--- src/rtl/uart_autobaud_detector.sv ---
// ----------------------------------------------------------------------------
// uart_autobaud_detector
//
// Measures the bit period of an incoming UART 0x55 ('U') sync character and
// produces both the raw period and a half-tick divisor in the form the baud
// rate generator's STOPCOUNTER expects. Sits on the rx path ahead of the
// receiver; a controller arms it with a rising edge on ena and loads div_out
// into the generator once locked is set.
//
// 0x55 sent 8N1 (LSB first) gives falling edges at bit times 0,2,4,6,8, so the
// four intervals between the five falling edges add up to eight bit times.
// The stop bit's rising edge, one bit after the fifth falling edge, confirms
// the frame.
//
// Ports
//   clock      in   1      system clock, rising edge
//   nreset     in   1      asynchronous reset, active low
//   ena        in   1      arm level; rising edge starts one detection,
//                          low aborts a detection in progress
//   rx         in   1      asynchronous serial line, idle high
//   busy       out  1      detection in progress
//   valid      out  1      one-cycle pulse when a measurement completes
//   locked     out  1      result valid; held until the next arm
//   error      out  1      last attempt failed; held until the next arm
//   bit_period out  CNT_W  measured cycles per bit, (T+4)>>3
//   div_out    out  CNT_W  (T + 8*OVERSAMPLING) >> log2(16*OVERSAMPLING)
//   state_dbg  out  3      current FSM state encoding (observation only)
//
// Output contract: valid is a single-cycle strobe with no back-pressure;
// bit_period, div_out and locked are already updated in the cycle valid is
// high and stay stable until the next successful measurement (bit_period,
// div_out) or the next arm (locked, error).
// ----------------------------------------------------------------------------
module uart_autobaud_detector #(
    parameter int CLOCK_INPUT  = 50_000_000,
    parameter int OVERSAMPLING = 8,
    parameter int CNT_W        = 24,
    parameter int IDLE_CYCLES  = 64,
    parameter int MIN_PERIOD   = 16,
    parameter int TOL_SHIFT    = 3
) (
    input  logic             clock,
    input  logic             nreset,
    input  logic             ena,
    input  logic             rx,
    output logic             busy,
    output logic             valid,
    output logic             locked,
    output logic             error,
    output logic [CNT_W-1:0] bit_period,
    output logic [CNT_W-1:0] div_out,
    output logic [2:0]       state_dbg
);

    // Elaboration-time parameter sanity.
    generate
        if (CLOCK_INPUT <= 0 || OVERSAMPLING < 2 ||
            (OVERSAMPLING & (OVERSAMPLING - 1)) != 0) begin : g_bad_param
            $error("uart_autobaud_detector: bad CLOCK_INPUT/OVERSAMPLING");
        end
    endgenerate

    localparam int T_W       = CNT_W + 3;               // holds 8 bit times
    localparam int DIV_SHIFT = $clog2(16 * OVERSAMPLING);
    localparam int IDLE_W    = $clog2(IDLE_CYCLES + 1);

    localparam logic [CNT_W-1:0]  CNT_MAX   = {CNT_W{1'b1}};
    localparam logic [CNT_W-1:0]  MIN_REF   = CNT_W'(2 * MIN_PERIOD);
    localparam logic [IDLE_W-1:0] IDLE_LAST = IDLE_W'(IDLE_CYCLES - 1);

    typedef enum logic [2:0] {
        S_IDLE       = 3'd0,
        S_WAIT_IDLE  = 3'd1,
        S_WAIT_START = 3'd2,
        S_MEASURE    = 3'd3,
        S_STOP_CHECK = 3'd4
    } state_t;

    state_t            state;

    // rx synchroniser (rx_meta, rx_s) plus one delay flop for edge detection.
    logic              rx_meta;
    logic              rx_s;
    logic              rx_d;
    logic              ena_q;

    logic [IDLE_W-1:0] idle_cnt;
    logic [CNT_W-1:0]  cnt;         // cycles since the last accepted edge, minus one
    logic [CNT_W-1:0]  ref_period;  // first interval (two bit times)
    logic [T_W-1:0]    total_t;     // running sum of intervals
    logic [1:0]        edge_num;    // intervals accepted so far

    logic              fall;
    logic              rise;
    logic              arm;
    logic [CNT_W-1:0]  interval;
    logic [CNT_W-1:0]  diff;
    logic [CNT_W-1:0]  tol;
    logic [T_W-1:0]    t_next;

    assign fall = rx_d & ~rx_s;
    assign rise = ~rx_d & rx_s;
    assign arm  = ena & ~ena_q;

    // cnt is cleared in the cycle the edge is seen, so the distance to an
    // edge seen now is cnt + 1.
    assign interval = cnt + CNT_W'(1);
    assign diff     = (interval > ref_period) ? (interval - ref_period)
                                              : (ref_period - interval);
    assign tol      = ref_period >> TOL_SHIFT;
    assign t_next   = total_t + {3'b000, interval};

    assign busy      = (state != S_IDLE);
    assign state_dbg = state;

    always_ff @(posedge clock or negedge nreset) begin
        if (!nreset) begin
            state      <= S_IDLE;
            rx_meta    <= 1'b1;
            rx_s       <= 1'b1;
            rx_d       <= 1'b1;
            ena_q      <= 1'b0;
            idle_cnt   <= '0;
            cnt        <= '0;
            ref_period <= '0;
            total_t    <= '0;
            edge_num   <= '0;
            valid      <= 1'b0;
            locked     <= 1'b0;
            error      <= 1'b0;
            bit_period <= '0;
            div_out    <= '0;
        end else begin
            rx_meta <= rx;
            rx_s    <= rx_meta;
            rx_d    <= rx_s;
            ena_q   <= ena;
            valid   <= 1'b0;

            if (state != S_IDLE && !ena) begin
                // Abort: return quietly, no result and no error.
                state <= S_IDLE;
            end else begin
                case (state)
                    S_IDLE: begin
                        // Edge-armed: a level held high arms only once.
                        if (arm) begin
                            state    <= S_WAIT_IDLE;
                            locked   <= 1'b0;
                            error    <= 1'b0;
                            idle_cnt <= '0;
                        end
                    end

                    S_WAIT_IDLE: begin
                        if (rx_s) begin
                            if (idle_cnt == IDLE_LAST) begin
                                state <= S_WAIT_START;
                            end else begin
                                idle_cnt <= idle_cnt + IDLE_W'(1);
                            end
                        end else begin
                            idle_cnt <= '0;
                        end
                    end

                    S_WAIT_START: begin
                        if (fall) begin
                            state    <= S_MEASURE;
                            cnt      <= '0;
                            total_t  <= '0;
                            edge_num <= '0;
                        end
                    end

                    S_MEASURE: begin
                        if (cnt == CNT_MAX) begin
                            // Line stuck: counter saturated.
                            state  <= S_IDLE;
                            error  <= 1'b1;
                            locked <= 1'b0;
                        end else if (fall) begin
                            if (edge_num == 2'd0) begin
                                if (interval < MIN_REF) begin
                                    state  <= S_IDLE;
                                    error  <= 1'b1;
                                    locked <= 1'b0;
                                end else begin
                                    ref_period <= interval;
                                    total_t    <= t_next;
                                    edge_num   <= 2'd1;
                                    cnt        <= '0;
                                end
                            end else if (diff > tol) begin
                                state  <= S_IDLE;
                                error  <= 1'b1;
                                locked <= 1'b0;
                            end else begin
                                total_t <= t_next;
                                cnt     <= '0;
                                if (edge_num == 2'd3) begin
                                    state <= S_STOP_CHECK;
                                end else begin
                                    edge_num <= edge_num + 2'd1;
                                end
                            end
                        end else begin
                            cnt <= cnt + CNT_W'(1);
                        end
                    end

                    S_STOP_CHECK: begin
                        // The stop bit must rise within one reference
                        // interval of the fifth falling edge.
                        if (rise) begin
                            bit_period <= CNT_W'(({1'b0, total_t} + (T_W + 1)'(4)) >> 3);
                            div_out    <= CNT_W'(({1'b0, total_t} +
                                                  (T_W + 1)'(8 * OVERSAMPLING)) >> DIV_SHIFT);
                            valid      <= 1'b1;
                            locked     <= 1'b1;
                            state      <= S_IDLE;
                        end else if (interval >= ref_period) begin
                            state  <= S_IDLE;
                            error  <= 1'b1;
                            locked <= 1'b0;
                        end else begin
                            cnt <= cnt + CNT_W'(1);
                        end
                    end

                    default: state <= S_IDLE;
                endcase
            end
        end
    end

endmodule

--- config.mk ---
export PLATFORM = sky130hd
export DESIGN_NAME = uart_autobaud_detector
export DESIGN_NICKNAME = d
export VERILOG_FILES = /design/src/rtl/uart_autobaud_detector.sv
export SDC_FILE = /design/constraint.sdc
export NUM_CORES = 1
export LEC_CHECK = 0
export BUFFER_PORTS_ARGS = -buffer_cell sky130_fd_sc_hd__clkbuf_2
export CAP_MARGIN = 20
export CORE_MARGIN = 5
export CORE_UTILIZATION = 39
export DETAILED_ROUTE_END_ITERATION = 10
export GPL_TIMING_DRIVEN = 0
export SLEW_MARGIN = 20
export SYNTH_ARGS = -nofsm -noshare
export SYNTH_HDL_FRONTEND = slang
export SYNTH_SLANG_ARGS = --single-unit
--- constraint.sdc ---
create_clock -name clock -period 6.6 [get_ports clock]
set_input_delay 0.66 -clock clock [delete_from_list [all_inputs] [get_ports clock]]
set_output_delay 0.66 -clock clock [all_outputs]
set_load 0.02 [all_outputs]
Yosys cells after proc, flatten, opt, wreduce, memory -nomap -nowiden. Index checks and enable logic that the tools add are counted.

Register bits after elaboration: 139. Input port bits: 4. Output and inout bits: 55. Logic and storage cells: 149.

Add/sub/neg operators: 8. Magnitude comparators: 4. Equality and inequality tests: 32. Mux-type cells: 63. Bitwise operators: 9. Reductions and logical operators: 18.

Operators by type and width (count): $mux W24 (9); $mux W27 (6); $pmux W24 S3 (1); $pmux W27 S2 (1); $sub A24 B24 Y24 (2); $mux W3 (13); $reduce_and A8 Y1 (4); $ne A3 B3 Y1 const B (10); $add A27 B7 Y28 const B (1); $add A27 B24 Y27 (1); $add A27 B3 Y27 const B (1); $add A24 B1 Y24 const B (1); $eq A24 B24 Y1 const B (1); $ge A24 B24 Y1 (1); $gt A24 B21 Y1 (1); $gt A24 B24 Y1 (1); $lt A24 B6 Y1 const B (1); $ne A4 B4 Y1 const B (6); $mux W7 (3); $mux W1 (18); $pmux W3 S5 (1); $mux W2 (7); $ne A2 B2 Y1 const B (7); $pmux W7 S2 (1); other kinds (23) (36).

Logic depth before layout (Yosys ltp). Gate-level depths: netlist (run 1).

Depth after elaboration: 10. Depth in mapped cells: 33. Depth with buffers taken out: 28.

Least setup slack after synthesis (run 1). Ideal clock, no wire load.

Path type: register -> register. From: register cnt[0]. To: register cnt[10]. Library setup time: 0.125 ns. Arrival time: 6.094 ns. Required time: 6.475 ns. Slack: 0.381 ns. Stages on the path, launching flop included: 29. Path buffers: 4. Clock period less this slack: 6.219 ns. Cell sequence: dfrtp_1 ha_1 nand4_2 nor2_4 nand3_1 xor2_1 inv_1 ha_1 clkbuf_1 nand4_1 o32ai_1 a211o_1 o21ai_2 clkbuf_1 clkbuf_1 mux2i_1 xor2_1 ha_1 a21o_1 a21oi_1 nor2b_1 o31ai_1 a31oi_1 o22ai_1 o21ai_1 o31ai_2 o31a_2 buf_6 mux2_4.

Cells in the longest elaborated chain, start to end: 6. Elaborated cells between the ends (all ways): 19. Classes of those cells: add/sub: 3; order compare: 4; eq/ne: 5; mux: 6; reduce/logical: 1.

Ends and longest elaborated chain: start, declared (RTL line 88) `logic [CNT_W-1:0] cnt;`; start signal, assigned (RTL line 208) `cnt <= cnt + CNT_W'(1);`; start signal, assigned (RTL line 227) `cnt <= cnt + CNT_W'(1);`; $add A24 B1 Y24 (*) (RTL line 107) `assign interval = cnt + CNT_W'(1);`; net interval[20] (RTL line 96) `logic [CNT_W-1:0] interval;`; $sub A24 B24 Y24, or another cell as far along (RTL line 109) `: (ref_period - interval);`; $mux W24 (RTL line 108) `assign diff = (interval > ref_period) ? (interval - ref_period)`; $gt A24 B21 Y1 (RTL line 194) `end else if (diff > tol) begin`; $ne A4 B4 Y1 (no source line); $reduce_and A8 Y1 (no source line) (*).

The timed path passes the listed nets; every way through them passes the cells marked *. The select of a mux whose other input is x is not followed. A chain may end at the register's enable or synchronous reset.

Worst setup path after layout (run 1).
From: register cnt[1]. To: register cnt[10].

The elaborated chain is that of the path after synthesis.

==> results.json, run 1 <==
{
  "outcome": "complete, no violations",
  "synth_edf_count": 0,
  "fin_skew_ns": 0.0127,
  "p_leak_nw": 6.63,
  "yosysTopAreaCellShare_pct": 29.7,
  "power_density_nw_per_um2": 273,
  "synthToLayoutAreaGrowth_pct": 26.3,
  "start_util_pct": 39.7,
  "fillers": 2745,
  "synth_top_cell_by_area": "dfrtp_1",
  "start_kind": "register",
  "max_cap_violations": 0,
  "seqCellArea_um2": 3490,
  "grt_max_degree": 53,
  "overflow": 0,
  "synthFlopType": "dfrtp_1",
  "final_cell_mix": "148 x nor2_1, 135 x a21oi_1, 129 x dfrtp_1, 107 x nand2_1, 93 x buf_4",
  "final-setup-viol-count": 0,
  "crit_type": "reg -> reg",
  "min_path_type": "in -> async",
  "fmax_mhz": 153,
  "yosys_warnings": 0,
  "dieHeight_um": 181,
  "cp_max_fo": 6,
  "io_buffer_count": 55,
  "hold_viol_final": 0,
  "slew_headroom_pct": 35.6,
  "fin_crit_sh_pct": 99.1,
  "htree_levels": 4,
  "num_vias": 10800,
  "ys_seq_area_share_pct": 30.4,
  "synth_area_um2": 11500,
  "syn-instance-count": 1370,
  "total_power_mw": 3.94,
  "synth_area_leaders": "dfrtp_1 30%, ha_1 11%, a21oi_1 6.3%, nor2_1 5.0%, xnor2_1 4.6%",
  "dr.pass1.iters": 5,
  "die_w_um": 181,
  "cp.required_ns": 6.92,
  "clk_pin_slew_worst_paths_ns": 0.07,
  "dp_hpwl_mm": 26.3,
  "layout.nets": 1640,
  "cts_tree": "yes",
  "antenna_cells": 0,
  "drcViolationCount": 0,
  "timing_worst_slew_pin_value_ns": 0.962,
  "gr-usage-all-layers_pct": 21.0,
  "io_pins": 59,
  "rsz0062_at_grt": "true",
  "cts_buffer_depth": 2,
  "avgViaCountPerCell": 5.59,
  "critical-path-max-stage-delay_ns": 0.45,
  "wirelength_mm": 36.4,
  "cts_root_buf": "clkbuf_16",
  "synth.avg_cell_area_um2": 8.36,
  "end_kind": "register",
  "multiInputGateArea_um2": 8100,
  "layout-drive-gt1-share_pct": 23.5,
  "clkLatencyLatePin_ns": 0.44,
  "ys_types": 92,
  "gp_congestion": 0.919,
  "synth_seq_cells": 139,
  "grt_pass1_wl_mm": 56.1,
  "coreArea_um2": 28900,
  "period_needed_ns": 6.54,
  "die_area_um2": 32900,
  "timing.final.ws_setup_ns": 0.0597,
  "slowest_stage": "dfrtp_2",
  "async_flop_share_pct": 100,
  "antenna_found_initial": 1,
  "numCtsBuffers": 17,
  "rows": 62,
  "grt_pass1_vias": 10000,
  "peakVddDrop_v": 0.000210,
  "drtAntennaViolNets": 0,
  "layout_commonest_cell": "nor2_1",
  "worst_ep_arrival_time_ns": 6.86,
  "clock-sinks": 139,
  "avgRoutedWirePerCell_um": 18.8,
  "utilization_pct": 50.1,
  "drtIter0Drc": 972,
  "hold_buffers": 0,
  "dpl_worst_slack_ns": -1.97,
  "drv_slew": 0
}
-- power breakdown --
group	internal (mW)	switching, mW
combinational	0.778	1.16
sequential	0.941	0.0713
clock	0.535	0.459
total	2.25	1.69
-- timing repair --
action,CTS,global route
gates resized for setup,79,105
setup endpoints to repair,58,58
pin swaps,18,57
cloned,2,1
setup buffers,23,67
-- layout make-up --
cell class              count  area share, %
flip-flops and latches    139           24.1
well taps                 384           3.32
clock inverters            14           1.06
multi-input cells        1083           56.0
repair buffers            148           7.50
plain buffers              77           3.20
clock buffers              18           2.97
inverters                  69           1.79
-- per-stage QoR --
| step | std cells | hold WS [ns] | setup TNS [ns] | instance area [um2] |
|---|---|---|---|---|
| after floorplan | 1372 | 0.345 | 0 | 11500 |
| after global routing | 1932 | 0.156 | -2.76 | 14500 |
| after CTS | 1867 | 0.144 | 0 | 13400 |
| final | 1932 | 0.130 | 0 | 14500 |
| after global placement | 1811 | 0.350 | -103.91 | 12200 |
| after detailed placement | 1813 | 0.348 | -100.74 | 12300 |
-- synth_stat cells (23+ instances only) --
cell,instances
a21oi_1,143
nor3_1,23
ha_1,98
inv_1,69
nor2_1,152
clkbuf_1,40
o21ai_0,73
buf_2,29
xnor2_1,60
dfrtp_1,136
nand4_1,35
a21o_1,36
nand3_1,27
nand2_1,112
o31ai_1,32
xor2_1,42
-- registers in the layout (all words and copies together), names as in the netlist, 2 cells and up --
| signal | cells |
|---|---|
| edge_num | 2 |
| total_t | 27 |
| state_dbg | 3 |
| ref_period | 24 |
| bit_period | 24 |
| cnt | 24 |
| idle_cnt | 7 |
| div_out | 21 |
-- path summary, 6_finish.rpt --
path,end,slack (ns),cells after the start,startpoint
worst max-delay path,cnt[10],0.06,29,cnt[1]
max in group asynchronous,total_t[6],5.59,3,nreset
worst max register to register,cnt[10],0.06,29,cnt[1]
min in group clock,rx_meta,0.31,1,rx
worst min register to register,rx_s,0.36,0,rx_meta
worst min-delay path,idle_cnt[4],0.13,1,nreset
-- logic make-up after synthesis --
family / share of synthesized area (%)
flip-flops: 30.4
other: 0.0327
buffers and inverters: 5.61
AO/OA/AOI/OAI: 22.1
AND/OR/NAND/NOR: 18.7
adder cells (fa/ha/maj): 11.2
XOR/XNOR: 8.51
multiplexers: 3.33
-- critical path: cells and delay by family, from the launching register on --
kind,cells,cell delay (ns)
compound gates,13,2.93
simple gates,5,0.98
fa+ha+maj,3,0.79
buf+inv,4,0.52
mux,2,0.48
flops,1,0.45
xor+xnor,2,0.26
-- routing by layer --
layer  track usage, %  vias up  part of all wire (%)
met2             32.9      291                    47
met1             29.9     5249                    46
met5                0        -                 0.036
li1                 -     5199                     -
met4             6.42        2                   2.4
met3             3.44       61                   5.4
No activity file was read; power rests on OpenSTA's default activity.
==> inputs of run 2 (changes only) <==
- ABC_AREA: unset -> 1
==> results.json, run 2 <==
{
  "fin_crit_sh_pct": 93.6,
  "async_flop_share_pct": 100,
  "p_sw_mw": 1.53,
  "synthTopCellsByCount": "559 x nand2_1, 242 x inv_1, 159 x nor2_1",
  "overflow": 0,
  "largest_reg_flops": 27,
  "yosys_warnings": 0,
  "syn-instance-count": 1797,
  "worst_ep_arrival_time_ns": 6.49,
  "die_w_um": 185,
  "timing.rr.end": "cnt[20]",
  "cts_tree": "yes",
  "antenna_cells": 0,
  "synth_area_um2": 12000,
  "yosysTopAreaCellShare_pct": 28.4,
  "layout-drive-gt1-share_pct": 8.59,
  "synthToLayoutAreaGrowth_pct": 12.4,
  "cts_buffer_depth": 2,
  "synth.avg_cell_area_um2": 6.66,
  "numCtsBuffers": 17,
  "fillers": 3231,
  "switching_share_pct": 43.7,
  "rows": 64,
  "p_int_mw": 1.96,
  "p_clk_share_pct": 28.6,
  "synth_seq_cells": 139,
  "ys_types": 55,
  "end_kind": "register",
  "min_path_type": "in -> async",
  "cp.required_ns": 6.91,
  "dr.pass1.iters": 5,
  "htree_levels": 4,
  "dp_hpwl_mm": 31.0,
  "outcome": "complete, no violations",
  "clk_pin_slew_worst_paths_ns": 0.06,
  "crit_type": "reg -> reg",
  "start_util_pct": 39.4,
  "synthFlopType": "dfrtp_1",
  "synth_top_cell_by_area": "dfrtp_1",
  "total_power_mw": 3.49,
  "synth_area_leaders": "dfrtp_1 28%, nand2_1 18%, ha_1 10%, inv_1 7.6%, nor2_1 5.0%",
  "peakVddDrop_v": 0.000199,
  "num_vias": 11700,
  "io_buffer_count": 55,
  "power_density_nw_per_um2": 260,
  "gp_congestion": 0.989,
  "regMostFlops": "total_t",
  "clock-sinks": 139,
  "dieHeight_um": 185,
  "slew_headroom_pct": 46.9,
  "slowest_stage": "dfrtp_2",
  "io_pins": 59,
  "fin_skew_ns": 0.0174,
  "final-setup-viol-count": 0,
  "p_seq_share_pct": 27.2,
  "ys_seq_area_share_pct": 29.1,
  "hold_viol_final": 0,
  "cp_max_fo": 10,
  "combPwrFrac_pct": 44.2,
  "period_needed_ns": 6.18,
  "grt_pass1_vias": 11000,
  "synth_edf_count": 0,
  "worst-path-buf-inv": 7,
  "crit_cells": 43,
  "path_common_cell": "nand2_1",
  "drcViolationCount": 0,
  "coreArea_um2": 30400,
  "antenna_found_initial": 0,
  "synth_most_common_cell": "nand2_1",
  "p_leak_nw": 6.99,
  "start_kind": "register",
  "whs_ns": 0.213,
  "cts_root_buf": "clkbuf_16",
  "worstReg2RegStart": "cnt[0]",
  "layout.nets": 1979,
  "layout_commonest_cell": "nand2_1",
  "grt_pass1_wl_mm": 59.9,
  "gr-usage-all-layers_pct": 22.2,
  "die_area_um2": 34300,
  "fmax_mhz": 162,
  "rsz0062_at_grt": "false",
  "clkLatencyLatePin_ns": 0.44,
  "critical-path-top-delay-family": "simple AND/OR/NAND/NOR gates",
  "avgRoutedWirePerCell_um": 16.7,
  "drtIter0Drc": 875,
  "hold_buffers": 0,
  "wirelength_mm": 38.0,
  "r2r_setup_slack_ns": 0.42,
  "avgViaCountPerCell": 5.14,
  "timing_worst_slew_pin_value_ns": 0.789,
  "drtAntennaViolNets": 0,
  "fin_tns_setup_ns": 0,
  "max_cap_violations": 0,
  "final_cell_mix": "555 x nand2_1, 242 x inv_1, 157 x nor2_1, 135 x dfrtp_1, 104 x o21ai_0",
  "critical-path-max-stage-delay_ns": 0.44,
  "rr_worst_depth": 43,
  "grt_max_degree": 79,
  "drv_slew": 0,
  "post_cts_buffers": 0
}
[run 2: changes by cell type in the layout (fill, tap and decap cells not counted), moves of 15 or more]
| cell | delta |
|---|---|
| nor2b_1 | -16 |
| nand3_1 | +65 |
| a21o_1 | -30 |
| o31ai_1 | -29 |
| a21oi_1 | -50 |
| buf_4 | -88 |
| and3_1 | -15 |
| o21ai_0 | +38 |
| o21ai_1 | +29 |
| inv_1 | +185 |
| xnor2_1 | -27 |
| nand2_1 | +448 |
| xor2_1 | +24 |
| clkbuf_1 | -16 |
[run 2: metal layers]
metal  vias to the layer above  track usage (%)  routed length, um
met5                         -                0                  0
met4                         0             8.22               1360
met3                        86             4.26               2490
met2                       357             35.4              17000
met1                      5394             30.0              17100
li1                       5901                -                  -
[run 2: worst max-delay path by stage]
stage	endpoint	slack [ns]	start
CTS	cnt[20]	0.03	cnt[0]
global route	cnt[20]	0.01	cnt[0]
global placement	total_t[21]	0.1	cnt[0]
detailed placement	total_t[21]	0.04	cnt[0]
floorplan	cnt[19]	1.73	cnt[0]
finish	cnt[20]	0.42	cnt[0]
[run 2: repair_timing]
item / 4_1_cts / 5_1_grt
endpoints found under the hold margin: 0 / 0
pin swaps: 0 / 0
gates resized for setup: 1 / 23
endpoints found under the setup margin: 1 / 58
[run 2: worst register-to-register path: cells and delay by family, from the launching register on]
| kind | cells | cell delay [ns] |
|---|---|---|
| AND/OR/NAND/NOR | 27 | 2.74 |
| buffers and inverters | 7 | 1.11 |
| AO/OA/AOI/OAI | 5 | 0.84 |
| adder cells (fa/ha/maj) | 3 | 0.74 |
| flip-flops | 1 | 0.44 |
| XOR/XNOR | 1 | 0.19 |
[run 2: stage by stage]
step	instances	utilization (%)	cell area, um2	worst slack [ns]
after floorplan	1799	-	12000	1.73
after global placement	2250	41.9	12800	0.0951
after detailed placement	2251	42.0	12800	0.0359
after CTS	2282	44.0	13400	0.0323
after global routing	2282	44.2	13500	0.0148
final	2282	44.2	13500	0.420
[run 2: cell type report]
cell class	instances	area (um2)	area share [%]
inverters	254	956	7.10
well taps	396	495	3.68
flip-flops and latches	139	3480	25.9
repair buffers	56	312	2.32
clock inverters	13	155	1.15
clock buffers	18	439	3.26
multi-input cells	1366	7390	54.9
plain buffers	40	226	1.68
[run 2: cell families after synthesis]
kind of cell	synth area share, %
simple gates	31.7
buf+inv	9.78
mux	0.0836
compound gates	12.2
flops	29.1
fa+ha+maj	10.7
xor+xnor	6.43
other cells	0.0313
[run 2: power by group through the flow]
| stage | combinational, mW | clock [mW] | sequential (mW) |
|---|---|---|---|
| after detailed placement | 1.50 | 0 | 0.965 |
| after CTS | 1.51 | 1.01 | 0.949 |
| after floorplan | 1.02 | 0 | 0.957 |
| after global routing | 1.73 | 1.05 | 0.956 |
| final | 1.54 | 0.998 | 0.951 |
| after global placement | 1.48 | 0 | 0.964 |
==> inputs of run 3 (changes only) <==
- CELL_PAD_IN_SITES_DETAIL_PLACEMENT: unset -> 1
- CELL_PAD_IN_SITES_GLOBAL_PLACEMENT: unset -> 1
- PLACE_DENSITY_LB_ADDON: unset -> 0.1
==> results.json, run 3 (synthesis gave the netlist of run 2 again) <==
{
  "htree_levels": 4,
  "fmax_mhz": 162,
  "clk_pin_slew_worst_paths_ns": 0.07,
  "met2_usage_pct": 42.2,
  "critical-path-max-stage-delay_ns": 0.42,
  "io_pins": 59,
  "num_vias": 12000,
  "largest_reg_flops": 27,
  "fin_skew_ns": 0.0135,
  "cts_buffer_depth": 2,
  "avgRoutedWirePerCell_um": 18.9,
  "start_kind": "register",
  "outcome": "complete, no violations",
  "peakVddDrop_v": 0.000190,
  "power_density_nw_per_um2": 263,
  "antenna_found_initial": 0,
  "synthToLayoutAreaGrowth_pct": 13.0,
  "seqCellArea_um2": 3480,
  "clkLatencyLatePin_ns": 0.44,
  "numCtsBuffers": 17,
  "final_cell_mix": "554 x nand2_1, 241 x inv_1, 158 x nor2_1, 135 x dfrtp_1, 103 x o21ai_0",
  "grt_pass1_vias": 12200,
  "wirelength_mm": 43.2,
  "worstReg2RegStart": "cnt[0]",
  "cp.required_ns": 6.93,
  "hold_viol_final": 0,
  "fin_crit_sh_pct": 93.3,
  "gr-usage-all-layers_pct": 25.4,
  "die_area_um2": 34300,
  "rows": 64,
  "dr.pass1.iters": 5,
  "cts_root_buf": "clkbuf_16",
  "period_needed_ns": 6.16,
  "slew_headroom_pct": 36.4,
  "timing_worst_slew_pin_value_ns": 0.947,
  "layout.nets": 1985,
  "cts_tree": "yes",
  "final-setup-viol-count": 0,
  "regMostFlops": "total_t",
  "grt_max_degree": 84,
  "hold_buffers": 0,
  "gp_congestion": 0.921,
  "r2r_setup_slack_ns": 0.44,
  "layout_commonest_cell": "nand2_1",
  "fin_tns_setup_ns": 0,
  "dp_cells": 2251,
  "dp_hpwl_mm": 35.8,
  "max_cap_violations": 0,
  "min_path_type": "in -> async",
  "drtIter0Drc": 704,
  "clock-sinks": 139,
  "start_util_pct": 39.4,
  "met1_usage_pct": 35.5,
  "antenna_cells": 0,
  "layout-drive-gt1-share_pct": 9.14,
  "drtAntennaViolNets": 0,
  "gr-usage-met3_pct": 3.61,
  "io_buffer_count": 55,
  "slowest_stage": "dfrtp_2",
  "end_kind": "register",
  "grt_busiest_layer": "met2",
  "worst_ep_arrival_time_ns": 6.49,
  "overflow": 0,
  "crit_type": "reg -> reg",
  "p_leak_nw": 7.02,
  "coreArea_um2": 30400,
  "drv_slew": 0,
  "fin_cells": 2289,
  "avgViaCountPerCell": 5.26,
  "path_common_cell": "nand2_1",
  "timing.rr.end": "cnt[18]",
  "rr_worst_depth": 38,
  "drcViolationCount": 0,
  "die_w_um": 185,
  "dieHeight_um": 185,
  "cp_max_fo": 10,
  "fillers": 4025,
  "grt_pass1_wl_mm": 68.2,
  "multiInputGateArea_um2": 7450
}
[run 3: cell types whose count changed in the layout (fill, tap and decap cells not counted), sizes merged]
cell and change:
bufinv -1, inv -6, clkinv +6, buf +7, clkbuf +1
[run 3: through the flow]
step / power, mW / worst slack, ns / util, % / cell area [um2] / hold slack, ns
finish: 3.56 / 0.443 / 44.5 / 13500 / 0.176
global route: 3.80 / -0.0138 / 44.5 / 13500 / 0.221
CTS: 3.51 / 0.0156 / 44.2 / 13400 / 0.198
detailed placement: 2.54 / -0.508 / 42.0 / 12800 / 0.350
global placement: 2.49 / -0.344 / 41.9 / 12800 / 0.349
floorplan: 1.98 / 1.73 / - / 12000 / 0.345
[run 3: worst max-delay path, delay by kind of cell (launching register included)]
family / cells / cell delay, ns
and+or+nand+nor: 25 / 2.90
xor gates and xnor gates: 1 / 0.16
DFF: 1 / 0.42
buffers and inverters: 6 / 0.98
AOI/OAI and AO/OA: 4 / 0.88
adders and majority gates: 2 / 0.69
[run 3: how the worst max path moves through the flow]
stage | from | end | slack [ns] | depth (start not counted)
after floorplan | cnt[0] | cnt[19] | 1.73 | 40
after global placement | cnt[0] | total_t[21] | -0.34 | 41
after detailed placement | cnt[0] | total_t[21] | -0.51 | 41
after CTS | cnt[0] | total_t[21] | 0.02 | 41
after global routing | cnt[0] | cnt[4] | -0.01 | 44
final | cnt[0] | cnt[18] | 0.44 | 38
[run 3: what timing repair did]
item / CTS / global route
gates resized for setup: 21 / 13
setup endpoints to repair: 58 / 58
pin swaps: 0 / 2
setup buffers: 0 / 6
[run 3: final cells by class]
class                      count  share of cell area (%)
inverter                     254                    7.06
tap                          396                    3.66
sequential                   139                    25.7
clock inverter                12                   0.850
clock buffer                  20                    3.37
timing repair buffer          62                    2.63
multi-input combinational   1366                    55.0
buffer                        40                    1.67
[run 3: report_power, final]
group	internal [mW]	switching (mW)	total, mW
logic	0.519	1.14	1.66
registers	0.895	0.0512	0.946
clock network	0.541	0.409	0.950
total	1.96	1.60	3.56
[run 3: metal layers]
metal	wire length, um	vias to the layer above
met5	0	-
met4	705	0
met3	1740	44
met2	20300	227
met1	20400	5865
li1	-	5910
